[config.mk]
export PLATFORM = sky130hd
export DESIGN_NAME = regfile_mp
export DESIGN_NICKNAME = d
export VERILOG_FILES = /design/src/rtl/regfile_pkg.sv /design/src/rtl/regfile_read_port.sv /design/src/rtl/regfile_mp.sv
export SDC_FILE = /design/constraint.sdc
export NUM_CORES = 2
export LEC_CHECK = 0
export CAP_MARGIN = 20
export CORE_MARGIN = 4
export CORE_UTILIZATION = 51
export DETAILED_ROUTE_END_ITERATION = 8
export PLACE_DENSITY = 0.68
export SKIP_LAST_GASP = 1
export SLEW_MARGIN = 15
export SYNTH_ARGS = -nofsm -noshare
export SYNTH_HDL_FRONTEND = slang
export SYNTH_SLANG_ARGS = --single-unit
[constraint.sdc]
create_clock -name clk -period 2.2 [get_ports clk]
set_input_delay 0.33 -clock clk [delete_from_list [all_inputs] [get_ports clk]]
set_output_delay 0.33 -clock clk [all_outputs]
set_load 0.02 [all_outputs]
[src/rtl/regfile_pkg.sv]
// Shared defaults, types and index helpers for the multi-port register file.
package regfile_pkg;

  localparam int RF_ADDR_WIDTH = 5;
  localparam int RF_DATA_WIDTH = 32;
  localparam int RF_NUM_REGS   = 32;

  typedef logic [RF_ADDR_WIDTH-1:0] rf_addr_t;
  typedef logic [RF_DATA_WIDTH-1:0] rf_word_t;

  // Index of the architectural zero register.
  localparam int unsigned RF_ZERO_IDX = 0;

  // An index refers to real, writable storage only when it is implemented
  // and is not the hardwired zero register.
  function automatic logic rf_index_ok(input int unsigned idx,
                                       input int unsigned num_regs,
                                       input bit          zero_reg);
    return (idx < num_regs) && !(zero_reg && (idx == RF_ZERO_IDX));
  endfunction

endpackage

[src/rtl/regfile_read_port.sv]
// One registered read port: range/zero check, storage and pending mux,
// write-to-read bypass, and enable-gated output registers.
module regfile_read_port
  import regfile_pkg::*;
#(
  parameter int ADDR_WIDTH = RF_ADDR_WIDTH,
  parameter int DATA_WIDTH = RF_DATA_WIDTH,
  parameter int NUM_REGS   = RF_NUM_REGS,
  parameter int ZERO_REG   = 1,
  parameter int BYPASS     = 1
) (
  input  logic                                 clk,
  input  logic                                 rst_n,
  input  logic                                 re,
  input  logic [ADDR_WIDTH-1:0]                raddr,
  input  logic [NUM_REGS-1:0][DATA_WIDTH-1:0]  mem,
  input  logic [NUM_REGS-1:0]                  pending_nxt,
  input  logic                                 wr_ok,
  input  logic [ADDR_WIDTH-1:0]                waddr,
  input  logic [DATA_WIDTH-1:0]                wdata,
  output logic [DATA_WIDTH-1:0]                rdata,
  output logic                                 rbusy
);

  logic                  idx_ok;
  logic                  bypass_hit;
  logic [DATA_WIDTH-1:0] ram_word;
  logic                  ram_busy;
  logic [DATA_WIDTH-1:0] rdata_sel;
  logic                  rbusy_sel;

  // Pick the stored word and the post-edge pending bit for this index.
  // A compare per entry avoids indexing with a wider-than-needed address.
  always_comb begin
    ram_word = '0;
    ram_busy = 1'b0;
    for (int r = 0; r < NUM_REGS; r++) begin
      if (raddr == ADDR_WIDTH'(r)) begin
        ram_word = mem[r];
        ram_busy = pending_nxt[r];
      end
    end
  end

  // Resolve the value this port will capture: zero for unimplemented or
  // zero-register indices, forwarded write data on a bypass hit, else storage.
  always_comb begin
    idx_ok     = rf_index_ok(32'(raddr), NUM_REGS, ZERO_REG != 0);
    bypass_hit = (BYPASS != 0) && wr_ok && (waddr == raddr);
    rdata_sel  = '0;
    rbusy_sel  = 1'b0;
    if (idx_ok) begin
      rdata_sel = bypass_hit ? wdata : ram_word;
      rbusy_sel = ram_busy;
    end
  end

  // Output registers load only on a read; otherwise they hold.
  always_ff @(posedge clk or negedge rst_n) begin
    if (!rst_n) begin
      rdata <= '0;
      rbusy <= 1'b0;
    end else if (re) begin
      rdata <= rdata_sel;
      rbusy <= rbusy_sel;
    end
  end

endmodule

[src/rtl/regfile_mp.sv]
// Multi-read-port register file with optional hardwired x0, write bypass,
// and a pending-write scoreboard for decode-stage RAW hazard detection.
module regfile_mp
  import regfile_pkg::*;
#(
  parameter int ADDR_WIDTH = RF_ADDR_WIDTH,
  parameter int DATA_WIDTH = RF_DATA_WIDTH,
  parameter int NUM_REGS   = RF_NUM_REGS,
  parameter int NUM_RD     = 2,
  parameter int ZERO_REG   = 1,
  parameter int BYPASS     = 1
) (
  input  logic                           clk,
  input  logic                           rst_n,
  input  logic                           we,
  input  logic [ADDR_WIDTH-1:0]          waddr,
  input  logic [DATA_WIDTH-1:0]          wdata,
  input  logic [NUM_RD-1:0]              re,
  input  logic [NUM_RD*ADDR_WIDTH-1:0]   raddr,
  output logic [NUM_RD*DATA_WIDTH-1:0]   rdata,
  output logic [NUM_RD-1:0]              rbusy,
  input  logic                           claim_en,
  input  logic [ADDR_WIDTH-1:0]          claim_addr
);

  // Reject configurations the storage/port decode cannot represent.
  if (NUM_REGS < 1 || NUM_REGS > (1 << ADDR_WIDTH)) begin : g_bad_num_regs
    $error("regfile_mp: NUM_REGS must be in 1..2**ADDR_WIDTH");
  end
  if (NUM_RD < 1 || NUM_RD > 4) begin : g_bad_num_rd
    $error("regfile_mp: NUM_RD must be in 1..4");
  end

  logic [NUM_REGS-1:0][DATA_WIDTH-1:0] mem;
  logic [NUM_REGS-1:0]                 pending;
  logic [NUM_REGS-1:0]                 pending_nxt;
  logic                                wr_ok;
  logic                                claim_ok;

  // Qualify the write and the claim: out-of-range and zero-register
  // targets are silently dropped.
  always_comb begin
    wr_ok    = we && rf_index_ok(32'(waddr), NUM_REGS, ZERO_REG != 0);
    claim_ok = claim_en && rf_index_ok(32'(claim_addr), NUM_REGS, ZERO_REG != 0);
  end

  // Next pending state: a retiring write clears its bit, a new claim sets
  // it, and the claim is applied last so a new producer supersedes the
  // one retiring on the same edge.
  always_comb begin
    pending_nxt = pending;
    for (int r = 0; r < NUM_REGS; r++) begin
      if (wr_ok && (waddr == ADDR_WIDTH'(r))) begin
        pending_nxt[r] = 1'b0;
      end
      if (claim_ok && (claim_addr == ADDR_WIDTH'(r))) begin
        pending_nxt[r] = 1'b1;
      end
    end
  end

  // Register storage; cleared on reset, written by accepted writes only.
  always_ff @(posedge clk or negedge rst_n) begin
    if (!rst_n) begin
      mem <= '0;
    end else begin
      for (int r = 0; r < NUM_REGS; r++) begin
        if (wr_ok && (waddr == ADDR_WIDTH'(r))) begin
          mem[r] <= wdata;
        end
      end
    end
  end

  // Scoreboard flops track which registers have an in-flight producer.
  always_ff @(posedge clk or negedge rst_n) begin
    if (!rst_n) begin
      pending <= '0;
    end else begin
      pending <= pending_nxt;
    end
  end

  // One independent read port per requested index.
  for (genvar gi = 0; gi < NUM_RD; gi++) begin : g_rd
    regfile_read_port #(
      .ADDR_WIDTH (ADDR_WIDTH),
      .DATA_WIDTH (DATA_WIDTH),
      .NUM_REGS   (NUM_REGS),
      .ZERO_REG   (ZERO_REG),
      .BYPASS     (BYPASS)
    ) u_port (
      .clk         (clk),
      .rst_n       (rst_n),
      .re          (re[gi]),
      .raddr       (raddr[gi*ADDR_WIDTH +: ADDR_WIDTH]),
      .mem         (mem),
      .pending_nxt (pending_nxt),
      .wr_ok       (wr_ok),
      .waddr       (waddr),
      .wdata       (wdata),
      .rdata       (rdata[gi*DATA_WIDTH +: DATA_WIDTH]),
      .rbusy       (rbusy[gi])
    );
  end

endmodule
Word-level counts from Yosys, hierarchy flattened
Cells that the tools add are included.
- eq/ne operators: 126
- muxes and demuxes: 192
- reduce and logical (&&, ||, !) cells: 72
- operators by type and width (operator ; count):
    two-way mux 32 bit ; 66
    equality test 5 bit (second input constant) ; 64
    equality test 5 x 4 -> 1 bit (second input constant) ; 32
    two-way mux 1 bit ; 126
    equality test 5 x 3 -> 1 bit (second input constant) ; 16
    logical AND 1 bit ; 66
    equality test 5 x 2 -> 1 bit (second input constant) ; 8
    equality test 5 x 1 -> 1 bit (second input constant) ; 4
    zero test 5 bit ; 4
    equality test 5 bit ; 2
    zero test 1 bit ; 2
- register bits: 1089
- output and inout port bits: 66

Depth between registers and ports, before layout
- depth in word-level cells: 38
- mapped depth: 13
- gate-level depth less buffers: 8

Modules after synthesis
Synthesis repeated with hierarchy kept, for this count alone.
- cell total of the unflattened synthesis: 5675
- area, all modules: 61485.2 um^2
- modules (own cells, without submodules) (module ; times used ; cells each ; area each (um^2) ; sequential area each (um^2)):
    regfile_mp ; 1 ; 2403 ; 39421.6 ; 26425.3
    regfile_read_port ; 2 ; 1636 ; 11031.8 ; 825.8

Worst setup path after synthesis
OpenSTA, ideal clock, no wires.
- path kind: input to register
- start: input raddr[5]
- end: register g_rd[1].u_port.rdata[13]
- arrival time: 2.085 ns
- data required time: 2.061 ns
- slack: -0.024 ns
- stages on the path: 11
- cells stage by stage: buf_4 > and2_1 > clkbuf_1 > and2_1 > buf_2 > buf_4 > a221oi_1 > and3_1 > nand4_1 > o32ai_1 > a22oi_1
- cells in the longest elaborated chain, start to end: 34
- elaborated cells between the ends (all ways): 67
- ends and longest elaborated chain (what ; line ; text):
    from (decl) ; regfile_mp.sv:19 ; input logic [NUM_RD*ADDR_WIDTH-1:0] raddr,
    equality test 5 x 1 -> 1 bit ; regfile_read_port.sv:38 ; if (raddr == ADDR_WIDTH'(r)) begin
    two-way mux 32 bit (31 in a row) ; regfile_read_port.sv:38 ;
    two-way mux 32 bit ; regfile_read_port.sv:53 ; rdata_sel = bypass_hit ? wdata : ram_word;
    two-way mux 32 bit (*) ; regfile_read_port.sv:52 ; if (idx_ok) begin
    to (signal assigned) ; regfile_read_port.sv:64 ; rdata <= rdata_sel;
    to (decl) ; regfile_read_port.sv:21 ; output logic [DATA_WIDTH-1:0] rdata,
Mark *: on every way between the ends. The rest lies on a longest branch, timed or not.
A chain may end at the register's enable or synchronous reset.

Worst setup path after layout
- start: register mem[62] (netlist name)
- end: register g_rd[1].u_port.rdata[30]
- cells in the longest elaborated chain, start to end: 33
- ends and longest elaborated chain (what ; line ; text):
    from (decl) ; regfile_mp.sv:34 ; logic [NUM_REGS-1:0][DATA_WIDTH-1:0] mem;
    from (signal, indexed assignment) ; regfile_mp.sv:69 ; mem[r] <= wdata;
    two-way mux 32 bit (31 in a row) ; regfile_read_port.sv:38 ;
    two-way mux 32 bit ; regfile_read_port.sv:53 ;
    two-way mux 32 bit ; regfile_read_port.sv:52 ;
Every way passes these cells.

==> impl_metrics.py <==
metrics = {
    "worst_setup_path": {
        "r2r_end": "g_rd[1].u_port.rdata[30]",
        "slowest_stage": "a2111oi_4",
        "crit_type": "reg -> reg",
        "critPathMaxStageDelay_ps": 430,
        "r2r_slack_ps": -230,
        "reg2reg_from": "mem[62]",
        "ff2ff_path_depth": 8,
        "cp-start-kind": "register",
        "worst_ep_required_time_ps": 2840,
        "crit_path_max_fanout": 3,
        "cp-end-kind": "register",
        "path_cells": "mux2_4 -> a22o_1 -> a221oi_2 -> nand2_2 -> a31oi_4 -> a211oi_4 -> a2111oi_4 -> o21ai_1",
        "crit_arrival_ps": 3070,
    },
    "floorplanning": {
        "ios": 124,
        "core_um2": 109000,
        "die_w_um": 340,
        "die_area_um2": 116000,
        "rows": 121,
        "die_h_um": 340,
        "start_util_pct": 51.5,
    },
    "yosys": {
        "seq_area_frac_synth_pct": 48.5,
        "netlist_area_um2": 56200,
        "synthFlopType": "dfrtp_1",
        "synth_cell_types": 91,
        "avgSynthCellArea_um2": 11.3,
        "synthArstFlopShare_pct": 100,
        "synthTopCellsByArea": "dfrtp_1 (49%), mux2_2 (20%), a22oi_1 (6.4%)",
        "synth_top_area_share_pct": 48.5,
        "syn_inst": 4976,
        "synth_fp_nets": 5034,
        "synth_area_leader_cell": "dfrtp_1",
        "yosysWarnings": 0,
        "ys_ff_latch": 1089,
        "synth_edf_count": 0,
    },
    "global_routing": {
        "grt_pass1_vias": 55403,
        "grt_pass1_wl_um": 442000,
        "gr-total-overflow": 0,
        "antenna_found_initial": 22,
        "grt_usage_pct": 54.9,
        "grt_max_degree": 94,
    },
    "place": {
        "place_congestion": 1.13,
        "port_buffers": 123,
        "place_hpwl_um": 233000,
        "dp.cells": 7295,
    },
    "sta": {
        "tightest_slew_ps": 1010,
        "fin_crit_ps": 2430,
        "max_slew_margin_pct": 32.4,
        "clock_skew_ps": 20.5,
        "fin_ws_ps": -233,
        "drv_slew": 0,
        "rsz0062_at_grt": "true",
        "hold_viol": 0,
        "setup_viol": 23,
        "timing.final.crit_share_pct": 111,
        "fmax_mhz": 411,
    },
    "cts": {
        "cts_sinks": 1089,
        "clock_path_buffers": 3,
        "cts_buffers": 117,
        "cts_tree": "done",
        "htree_levels": 3,
        "clockRootBuffer": "clkbuf_16",
        "clk_pin_slew_ps": 60,
        "insertion_delay_ps": 780,
    },
    "finish": {
        "layout-area-overhead-vs-synth_pct": 33.9,
        "final_nets": 6043,
        "layout-drive-gt1-share_pct": 44.8,
        "final_core_util_pct": 68.9,
        "final_common_cell": "dfrtp_1",
        "final_cells": 7571,
        "layout_common_cells": "dfrtp_1 (1088), mux2_2 (999), buf_4 (977)",
        "fill_cells": 8256,
    },
    "routing": {
        "vias_per_cell": 7.49,
        "routedWlPerCell_um": 42.8,
        "vias": 56722,
        "route.detailed.drc": 13,
        "ant_nets": 0,
        "drt_iter0_drc": 10072,
        "first_pass_iters": 9,
        "wirelength_um": 324000,
    },
    "pwr": {
        "power.share.clock_pct": 35.6,
        "ir_worst_vdd_mv": 0.750,
        "combPwrFrac_pct": 19.2,
        "p_sw_mw": 19.3,
        "power_density_nw_per_um2": 828,
        "fin_total_pwr_mw": 62.3,
        "p_int_mw": 43.0,
        "leakage_nw": 33.5,
        "p_sw_share_pct": 31.0,
        "p_seq_share_pct": 45.2,
    },
    "run_status": {
        "outcome": "complete, but fails checks",
        "violations": "DRC, setup timing",
    },
    "min_path": {
        "min_path_type": "in -> async",
    },
    "job": {
        "drv_cap": 0,
    },
}
## state kept, by name, indices dropped and copies added, names as in the netlist
| name | cells |
|---|---|
| pending | 31 |
| mem | 992 |
| g_rd.u_port.rdata | 64 |
| g_rd.u_port.rbusy | 2 |
## power by group through the flow
| stage | combinational [mW] | clock, mW | sequential, mW |
|---|---|---|---|
| 6_report | 12.0 | 22.2 | 28.2 |
| 5_1_grt | 12.4 | 22.9 | 28.4 |
| 4_1_cts | 11.3 | 22.0 | 27.9 |
| 3_5_place_dp | 11.1 | 0 | 28.2 |
| 3_3_place_gp | 10.8 | 0 | 28.1 |
| 2_1_floorplan | 5.58 | 0 | 26.6 |
## per-layer routing
metal / vias up / global-route usage (%) / share of wire [%]
met2: 5454 / 76.5 / 40
met5: - / 0.833 / 0.065
met4: 16 / 46.6 / 12
met3: 1868 / 23.1 / 15
met1: 28153 / 65.3 / 33
li1: 21231 / - / -
## worst max-delay path, delay by kind of cell (launching register included)
family           cells  cell delay (ps)
AO/OA/AOI/OAI        6             1450
flip-flops           1              400
multiplexers         1              270
AND/OR/NAND/NOR      1              190
## synthesized netlist by cell type (all sizes together) (20+ instances only)
master / count
dfrtp: 1089
mux2: 1006
a22oi: 476
clkbuf: 259
nor2: 253
nand2: 251
buf: 221
a21oi: 182
o21ai: 182
nand3: 111
a221oi: 103
a22o: 77
a222oi: 61
nand4: 59
nor3: 51
and3: 43
o22ai: 43
a31oi: 40
o221ai: 40
nor2b: 36
mux2i: 33
a211oi: 27
a221o: 21
a2111oi: 20
nand2b: 20
## through the flow
| stage | setup WS (ps) | hold slack, ps | instance area (um^2) | TNS (ps) |
|---|---|---|---|---|
| 6_report | -233 | 114 | 75200 | -730 |
| 4_1_cts | -152 | 120 | 74400 | -239 |
| 2_1_floorplan | -6.81 | 34.4 | 56200 | -6.81 |
| 5_1_grt | -275 | 110 | 75200 | -781 |
| 3_3_place_gp | -1640 | 288 | 69300 | -415290 |
| 3_5_place_dp | -1640 | 286 | 69300 | -418470 |
## what timing repair did
action | 4_1_cts | 5_1_grt
hold buffers | 1 | 0
hold endpoints to repair | 296 | 0
buffers inserted | 35 | 14
pin swaps | 43 | 74
cloned | 0 | 1
setup endpoints to repair | 73 | 63
resized for setup | 149 | 151
## final cells by class
class | instances | area [um^2] | area share [%]
sequential | 1089 | 27300 | 36.2
tap | 1476 | 1850 | 2.46
inverter | 10 | 37.5 | 0.0499
clock buffer | 165 | 3410 | 4.53
antenna | 11 | 27.5 | 0.0366
multi-input combinational | 3397 | 28100 | 37.4
clock inverter | 53 | 853 | 1.13
timing repair buffer | 1370 | 13600 | 18.1
## how the worst max path moves through the flow
stage          startpoint                       end  slack, ps  cells after the start
2_1_floorplan    raddr[5]  g_rd[1].u_port.rdata[13]         -7                     11
3_5_place_dp     raddr[8]  g_rd[1].u_port.rdata[30]      -1640                     13
4_1_cts           mem[62]  g_rd[1].u_port.rdata[30]       -150                      9
6_report          mem[62]  g_rd[1].u_port.rdata[30]       -230                      8
5_1_grt           mem[62]  g_rd[1].u_port.rdata[30]       -270                      8
3_3_place_gp     raddr[8]  g_rd[1].u_port.rdata[30]      -1640                     13
## logic make-up (layout without fill, tap and decap cells)
family,after synthesis,after routing,synth area share (%)
AOI/OAI and AO/OA,1413,1413,18.3
DFF,1089,1089,48.5
muxes,1040,1040,20.8
and+or+nand+nor,932,932,8.28
buffers and inverters,490,1598,3.92
xor gates and xnor gates,12,12,0.187
other,0,11,0
(Power assumes the default switching activity.)
